## config.mk

```make
export PLATFORM = sky130hd
export DESIGN_NAME = mem_arbiter_flat
export DESIGN_NICKNAME = d
export VERILOG_FILES = /design/src/rtl/cpu_types_pkg.sv /design/src/rtl/mem_arbiter_if.sv /design/src/rtl/mem_arbiter.sv /design/src/flat_wrapper.sv
export SDC_FILE = /design/constraint.sdc
export NUM_CORES = 1
export LEC_CHECK = 0
export ABC_CLOCK_PERIOD_IN_PS = 2370
export BUFFER_PORTS_ARGS = -buffer_cell sky130_fd_sc_hd__buf_2
export CAP_MARGIN = 25
export CORE_AREA = 2 2 103 105
export CTS_CLUSTER_SIZE = 20
export DETAILED_ROUTE_END_ITERATION = 8
export DIE_AREA = 0 0 105 107
export PLACE_DENSITY = 0.49
export SLEW_MARGIN = 20
export SYNTH_ARGS = -nofsm -noshare
export SYNTH_HDL_FRONTEND = slang
export SYNTH_SLANG_ARGS = --single-unit
```

## constraint.sdc

```tcl
create_clock -name CLK -period 2.37 [get_ports CLK]
set_input_delay 0.3555 -clock CLK [delete_from_list [all_inputs] [get_ports CLK]]
set_output_delay 0.3555 -clock CLK [all_outputs]
set_load 0.005 [all_outputs]
```

## src/rtl/cpu_types_pkg.sv

```systemverilog
// Shared CPU datapath types: machine word and the memory arbiter state encoding.
package cpu_types_pkg;

  typedef logic [31:0] word_t;

  typedef enum logic [1:0] {
    IDLE = 2'd0,
    IACC = 2'd1,
    DACC = 2'd2
  } arb_state_t;

endpackage

```

## src/rtl/mem_arbiter_if.sv

```systemverilog
// Cache-side request/response bus and single-port RAM bus of the memory arbiter.
interface mem_arbiter_if;
  import cpu_types_pkg::*;

  logic  iREN;
  word_t iaddr;
  logic  dREN;
  logic  dWEN;
  word_t daddr;
  word_t dstore;
  word_t ramload;

  word_t ramaddr;
  word_t ramstore;
  logic  ramREN;
  logic  ramWEN;
  logic  ihit;
  logic  dhit;
  word_t iload;
  word_t dload;

  // Arbiter side
  modport slave (
    input  iREN, iaddr, dREN, dWEN, daddr, dstore, ramload,
    output ramaddr, ramstore, ramREN, ramWEN, ihit, dhit, iload, dload
  );

  // Requester / RAM side
  modport master (
    output iREN, iaddr, dREN, dWEN, daddr, dstore, ramload,
    input  ramaddr, ramstore, ramREN, ramWEN, ihit, dhit, iload, dload
  );

endinterface

```

## src/rtl/mem_arbiter.sv

```systemverilog
// Fetch/data arbiter in front of a single fixed-latency RAM port, alternating on contention.
// Optional stall counters are built when MEM_ARBITER_STATS_EN is defined.
module mem_arbiter
  import cpu_types_pkg::*;
#(
  parameter int unsigned LAT = 2
) (
  input  logic          CLK,
  input  logic          nRST,
  mem_arbiter_if.slave  bus
`ifdef MEM_ARBITER_STATS_EN
  ,
  output word_t         istall_cnt,
  output word_t         dstall_cnt
`endif
);

  localparam logic [3:0] LAST_CNT = 4'(LAT - 1);

  arb_state_t state;
  arb_state_t next_state;
  logic [3:0] cnt;
  logic       last_d;
  logic       d_req;
  logic       last_cycle;

  assign d_req      = bus.dREN | bus.dWEN;
  assign last_cycle = (cnt == LAST_CNT);

  always_comb begin
    next_state   = state;
    bus.ramREN   = 1'b0;
    bus.ramWEN   = 1'b0;
    bus.ramaddr  = '0;
    bus.ramstore = '0;
    bus.ihit     = 1'b0;
    bus.dhit     = 1'b0;
    bus.iload    = '0;
    bus.dload    = '0;
    unique case (state)
      IDLE: begin
        // On contention the side that did not win last time gets the port
        if (d_req && (!bus.iREN || !last_d)) next_state = DACC;
        else if (bus.iREN)                   next_state = IACC;
      end
      IACC: begin
        bus.ramREN  = 1'b1;
        bus.ramaddr = bus.iaddr;
        if (!bus.iREN) begin
          next_state = IDLE;
        end else if (last_cycle) begin
          bus.ihit   = 1'b1;
          bus.iload  = bus.ramload;
          next_state = IDLE;
        end
      end
      DACC: begin
        bus.ramREN   = bus.dREN & ~bus.dWEN;
        bus.ramWEN   = bus.dWEN;
        bus.ramaddr  = bus.daddr;
        bus.ramstore = bus.dstore;
        if (!d_req) begin
          next_state = IDLE;
        end else if (last_cycle) begin
          bus.dhit   = 1'b1;
          bus.dload  = bus.ramload;
          next_state = IDLE;
        end
      end
      default: next_state = IDLE;
    endcase
  end

  always_ff @(posedge CLK or negedge nRST) begin
    if (!nRST) begin
      state  <= IDLE;
      cnt    <= '0;
      last_d <= 1'b0;
    end else begin
      state <= next_state;
      if (state == IDLE) begin
        if (next_state != IDLE) begin
          cnt    <= '0;
          last_d <= (next_state == DACC);
        end
      end else begin
        cnt <= cnt + 4'd1;
      end
    end
  end

`ifdef MEM_ARBITER_STATS_EN
  function automatic word_t sat_inc(input word_t v);
    return (v == '1) ? v : v + 32'd1;
  endfunction

  always_ff @(posedge CLK or negedge nRST) begin
    if (!nRST) begin
      istall_cnt <= '0;
      dstall_cnt <= '0;
    end else begin
      if (bus.iREN && !bus.ihit) istall_cnt <= sat_inc(istall_cnt);
      if (d_req && !bus.dhit)    dstall_cnt <= sat_inc(dstall_cnt);
    end
  end
`endif

endmodule

```

## src/flat_wrapper.sv

```systemverilog
// flat-port wrapper written by rule: the top's interface ports become plain ports
module mem_arbiter_flat import cpu_types_pkg::*;
#(
  parameter int unsigned LAT = 2
)
  (CLK, nRST, bus_iREN, bus_iaddr, bus_dREN, bus_dWEN, bus_daddr, bus_dstore, bus_ramload, bus_ramaddr, bus_ramstore, bus_ramREN, bus_ramWEN, bus_ihit, bus_dhit, bus_iload, bus_dload);
  mem_arbiter_if bus_i ();
  input  logic CLK;
  input  logic nRST;
  input wire logic [$bits(bus_i.iREN)-1:0] bus_iREN;
  input wire logic [$bits(bus_i.iaddr)-1:0] bus_iaddr;
  input wire logic [$bits(bus_i.dREN)-1:0] bus_dREN;
  input wire logic [$bits(bus_i.dWEN)-1:0] bus_dWEN;
  input wire logic [$bits(bus_i.daddr)-1:0] bus_daddr;
  input wire logic [$bits(bus_i.dstore)-1:0] bus_dstore;
  input wire logic [$bits(bus_i.ramload)-1:0] bus_ramload;
  output wire logic [$bits(bus_i.ramaddr)-1:0] bus_ramaddr;
  output wire logic [$bits(bus_i.ramstore)-1:0] bus_ramstore;
  output wire logic [$bits(bus_i.ramREN)-1:0] bus_ramREN;
  output wire logic [$bits(bus_i.ramWEN)-1:0] bus_ramWEN;
  output wire logic [$bits(bus_i.ihit)-1:0] bus_ihit;
  output wire logic [$bits(bus_i.dhit)-1:0] bus_dhit;
  output wire logic [$bits(bus_i.iload)-1:0] bus_iload;
  output wire logic [$bits(bus_i.dload)-1:0] bus_dload;
  assign bus_i.iREN = bus_iREN;
  assign bus_i.iaddr = bus_iaddr;
  assign bus_i.dREN = bus_dREN;
  assign bus_i.dWEN = bus_dWEN;
  assign bus_i.daddr = bus_daddr;
  assign bus_i.dstore = bus_dstore;
  assign bus_i.ramload = bus_ramload;
  assign bus_ramaddr = bus_i.ramaddr;
  assign bus_ramstore = bus_i.ramstore;
  assign bus_ramREN = bus_i.ramREN;
  assign bus_ramWEN = bus_i.ramWEN;
  assign bus_ihit = bus_i.ihit;
  assign bus_dhit = bus_i.dhit;
  assign bus_iload = bus_i.iload;
  assign bus_dload = bus_i.dload;
  mem_arbiter #(.LAT(LAT)) u_core (.CLK(CLK), .nRST(nRST), .bus(bus_i));
endmodule
```

==> impl_summary.log <==
INFO  metric outcome = completed
INFO  metric cts.sinks = 7
INFO  metric die_span_x = 105 um
INFO  metric grt_setup_unrepaired = false
INFO  metric place_ws = about 0.37 ns
INFO  metric place_congestion = between 0.7 and 0.8
INFO  metric boundaryPins = 265
INFO  metric vias = 2561
INFO  metric gr-usage-met1 = 15.18%
INFO  metric finalWorstSetupSlack = 0.1501 ns
INFO  metric critical-path-max-stage-delay = 0.41 ns
INFO  metric final_core_area_utilization = 31.21%
INFO  metric maxSlewViolCount = 0
INFO  metric static-leakage-power = roughly 0.0019 uW
INFO  metric pin_count_of_the_biggest_net_entering_global_routing = 41
INFO  metric track_usage = 12.80%
INFO  metric post_synth_instance_area = about 1600 um2
INFO  metric report.final.setup_viol = 0
INFO  metric synth-main-ff-cell = sky130_fd_sc_hd__dfrtp_1
INFO  metric final_nets = ~630
INFO  metric placement.io_buffers = 264
INFO  metric worst_skew_pair.late_latency = roughly 0.23 ns
INFO  metric skew = 0.001607 ns
INFO  metric grt_first_pass_wirelength = 12.03 mm
INFO  metric crit_path_end_kind = output pin
INFO  metric drcViolationCount = 0
INFO  metric detailedRoute.firstIterationViolations = 214
INFO  metric viasPerCell = a little over 4
INFO  metric initial_utilization = between 15 and 20%
INFO  metric area_growth_syn_to_layout = 93.32%
INFO  metric power_density = 775.4 nW/um2
INFO  metric path_class = reg2out
INFO  metric cp_max_fo = 33
INFO  metric final_cell_mix = 264 x sky130_fd_sc_hd__buf_2, 97 x sky130_fd_sc_hd__and2_1, 33 x sky130_fd_sc_hd__nor2b_1
INFO  metric timing.critical_path.cells = inv_1 -> ha_1 -> or3b_4 -> nor2_2 -> buf_4 -> and2_1 -> buf_2
INFO  metric synth.yosys.seq_area_share = 10.75%
INFO  metric worst_hold_slack = approximately 0.5 ns
INFO  metric grt_use_met3 = 3.769%
INFO  metric post_cts_resized = 0
INFO  metric core_region_area = 10090 um2
INFO  metric die-area = 11240 um2
INFO  metric timing.final.crit_share = 93.67%
INFO  metric synth.net_count = 371
INFO  metric r2r_start = u_core.state[0]
INFO  metric min_path_type = in2async
INFO  metric grt_overflow_total = 0
INFO  metric grt_use_met2 = 22.68%
INFO  metric hold_viol_final = 0
INFO  metric cts_tree = done
INFO  metric cts.clk_slew.worst_paths = 0.04 ns
INFO  metric ir_drop = 0.2633 mV
INFO  metric slowest_stage = sky130_fd_sc_hd__or3b_4
INFO  metric max_cap_violations = 0
INFO  metric hpwl = 6.833 mm
INFO  metric first_pass_iters = 4
INFO  metric finalCriticalPeriod = 2.220 ns
INFO  metric postRouteAntennaNets = 0
INFO  metric cts-root-to-sink-buffers = 2
INFO  metric synth-warning-count = 0
INFO  metric worst_ep_arrival_time = 1.86 ns
INFO  metric highest_attainable_clock_frequency = roughly 0.45 GHz
INFO  metric critPathLaunch = u_core.cnt[1]
INFO  metric worst_slew_margin_rel = 75.77%
INFO  metric layout_commonest_cell = sky130_fd_sc_hd__buf_2
INFO  metric rows = 37
INFO  metric grt_pass1_vias = 2448
INFO  metric clock-root-buffer = sky130_fd_sc_hd__clkbuf_8
INFO  metric chipHeight = approximately 110 um
INFO  metric grt_busiest_layer = met2
INFO  metric drive_above_1_share = 58.02%
INFO  metric post_synthesis_register_bit_count = 7
INFO  metric antenna_found_initial = 1
INFO  metric synth_edf_count = 0
INFO  metric wl = 8.031 mm
INFO  metric synth.distinct_cells = 27
INFO  metric synthesis.area_per_instance = around 7 um2
INFO  metric clock_tree.htree_level_count = 1
INFO  metric wl_per_cell = 12.89 um
INFO  metric syn_inst = 232
INFO  metric postSynth.asyncResetShare = 100.0%
INFO  metric setup.worst_path.start_class = register
INFO  metric worstMarginPinSlew = roughly 0.36 ns
INFO  metric worst-endpoint-required = ~2 ns
INFO  metric setup-tns-final = 0 ns
INFO  metric numCtsBuffers = 3
[synthesized netlist by cell type, types with 2 or more instances]
cell                         n  area share [%]
sky130_fd_sc_hd__dfrtp_1     7              11
sky130_fd_sc_hd__nand2_1     6             1.4
sky130_fd_sc_hd__nor2_2      2            0.77
sky130_fd_sc_hd__o21a_1      2            0.92
sky130_fd_sc_hd__o211ai_2    2             1.5
sky130_fd_sc_hd__nor2b_1    33              13
sky130_fd_sc_hd__clkbuf_1   13             3.0
sky130_fd_sc_hd__ha_1        6             4.6
sky130_fd_sc_hd__inv_1       4            0.92
sky130_fd_sc_hd__a2bb2oi_1   2             1.1
sky130_fd_sc_hd__and2_1     97              37
sky130_fd_sc_hd__buf_2       8             2.5
sky130_fd_sc_hd__a21oi_2     2             1.1
sky130_fd_sc_hd__nor2_1      2            0.46
sky130_fd_sc_hd__o32ai_1     3             1.6
sky130_fd_sc_hd__a22oi_1    32              15
[power breakdown]
group | switching, uW | internal (uW)
sequential | 59.8 | 172
clock | 49.9 | 116
combinational | 1030 | 1010
[final cells by class]
| type | count | area [um2] |
|---|---|---|
| antenna | 1 | 2.502 |
| fill | 1135 | 6943 |
| sequential | 7 | 175.2 |
| inverter | 4 | 15.01 |
| timing repair buffer | 271 | 1389 |
| multi-input combinational | 200 | 1353 |
| tap | 136 | 170.2 |
| clock buffer | 4 | 45.04 |
[cell families after synthesis]
| group | after synthesis | synth area share [%] |
|---|---|---|
| AND/OR/NAND/NOR | 145 | 54.69 |
| AO/OA/AOI/OAI | 47 | 22.50 |
| buffers and inverters | 25 | 6.375 |
| flip-flops | 7 | 10.75 |
| adder cells (fa/ha/maj) | 6 | 4.608 |
| XOR/XNOR | 2 | 1.075 |
[worst max-delay path, delay by kind of cell, from the launching register on]
family                   cells  cell delay (ns)
AND/OR/NAND/NOR              3             0.66
buffers and inverters        3             0.44
flip-flops                   1             0.40
adder cells (fa/ha/maj)      1             0.13
[flip-flops by register name (all words and copies together) (netlist names)]
name	flops
u_core.state	2
u_core.last_d	1
u_core.cnt	4
[worst paths after layout]
kind                       depth (start not counted)            end  slack [ns]
max in group asynchronous                          2  u_core.cnt[0]        1.70
max reg2reg                                        6  u_core.cnt[3]        0.37
min reg2reg                                        1  u_core.last_d        0.57
min in group CLK                                   1  u_core.last_d        0.57
max                                                7  bus_iload[17]        0.15
min                                                2  u_core.cnt[2]        0.51
[through the flow]
stage	power, uW	area, um2	instances
floorplan	1468	1629	232
global placement	2256	3092	617
CTS	2481	3147	622
global route	2691	3147	622
finish	2442	3149	623
detailed placement	2294	3092	617
[layer usage]
metal  vias up  part of all wire [%]
met1      1147                    41
li1       1279                     -
met5         -                     0
met2       129                    50
met3         6                   8.2
met4         0                  0.78
[repair_timing]
action / CTS / global route
buffers inserted: 0 / 0
endpoints found under the hold margin: 7 / 0
hold buffers: 1 / 0
Power figures use the tool's default switching activity.
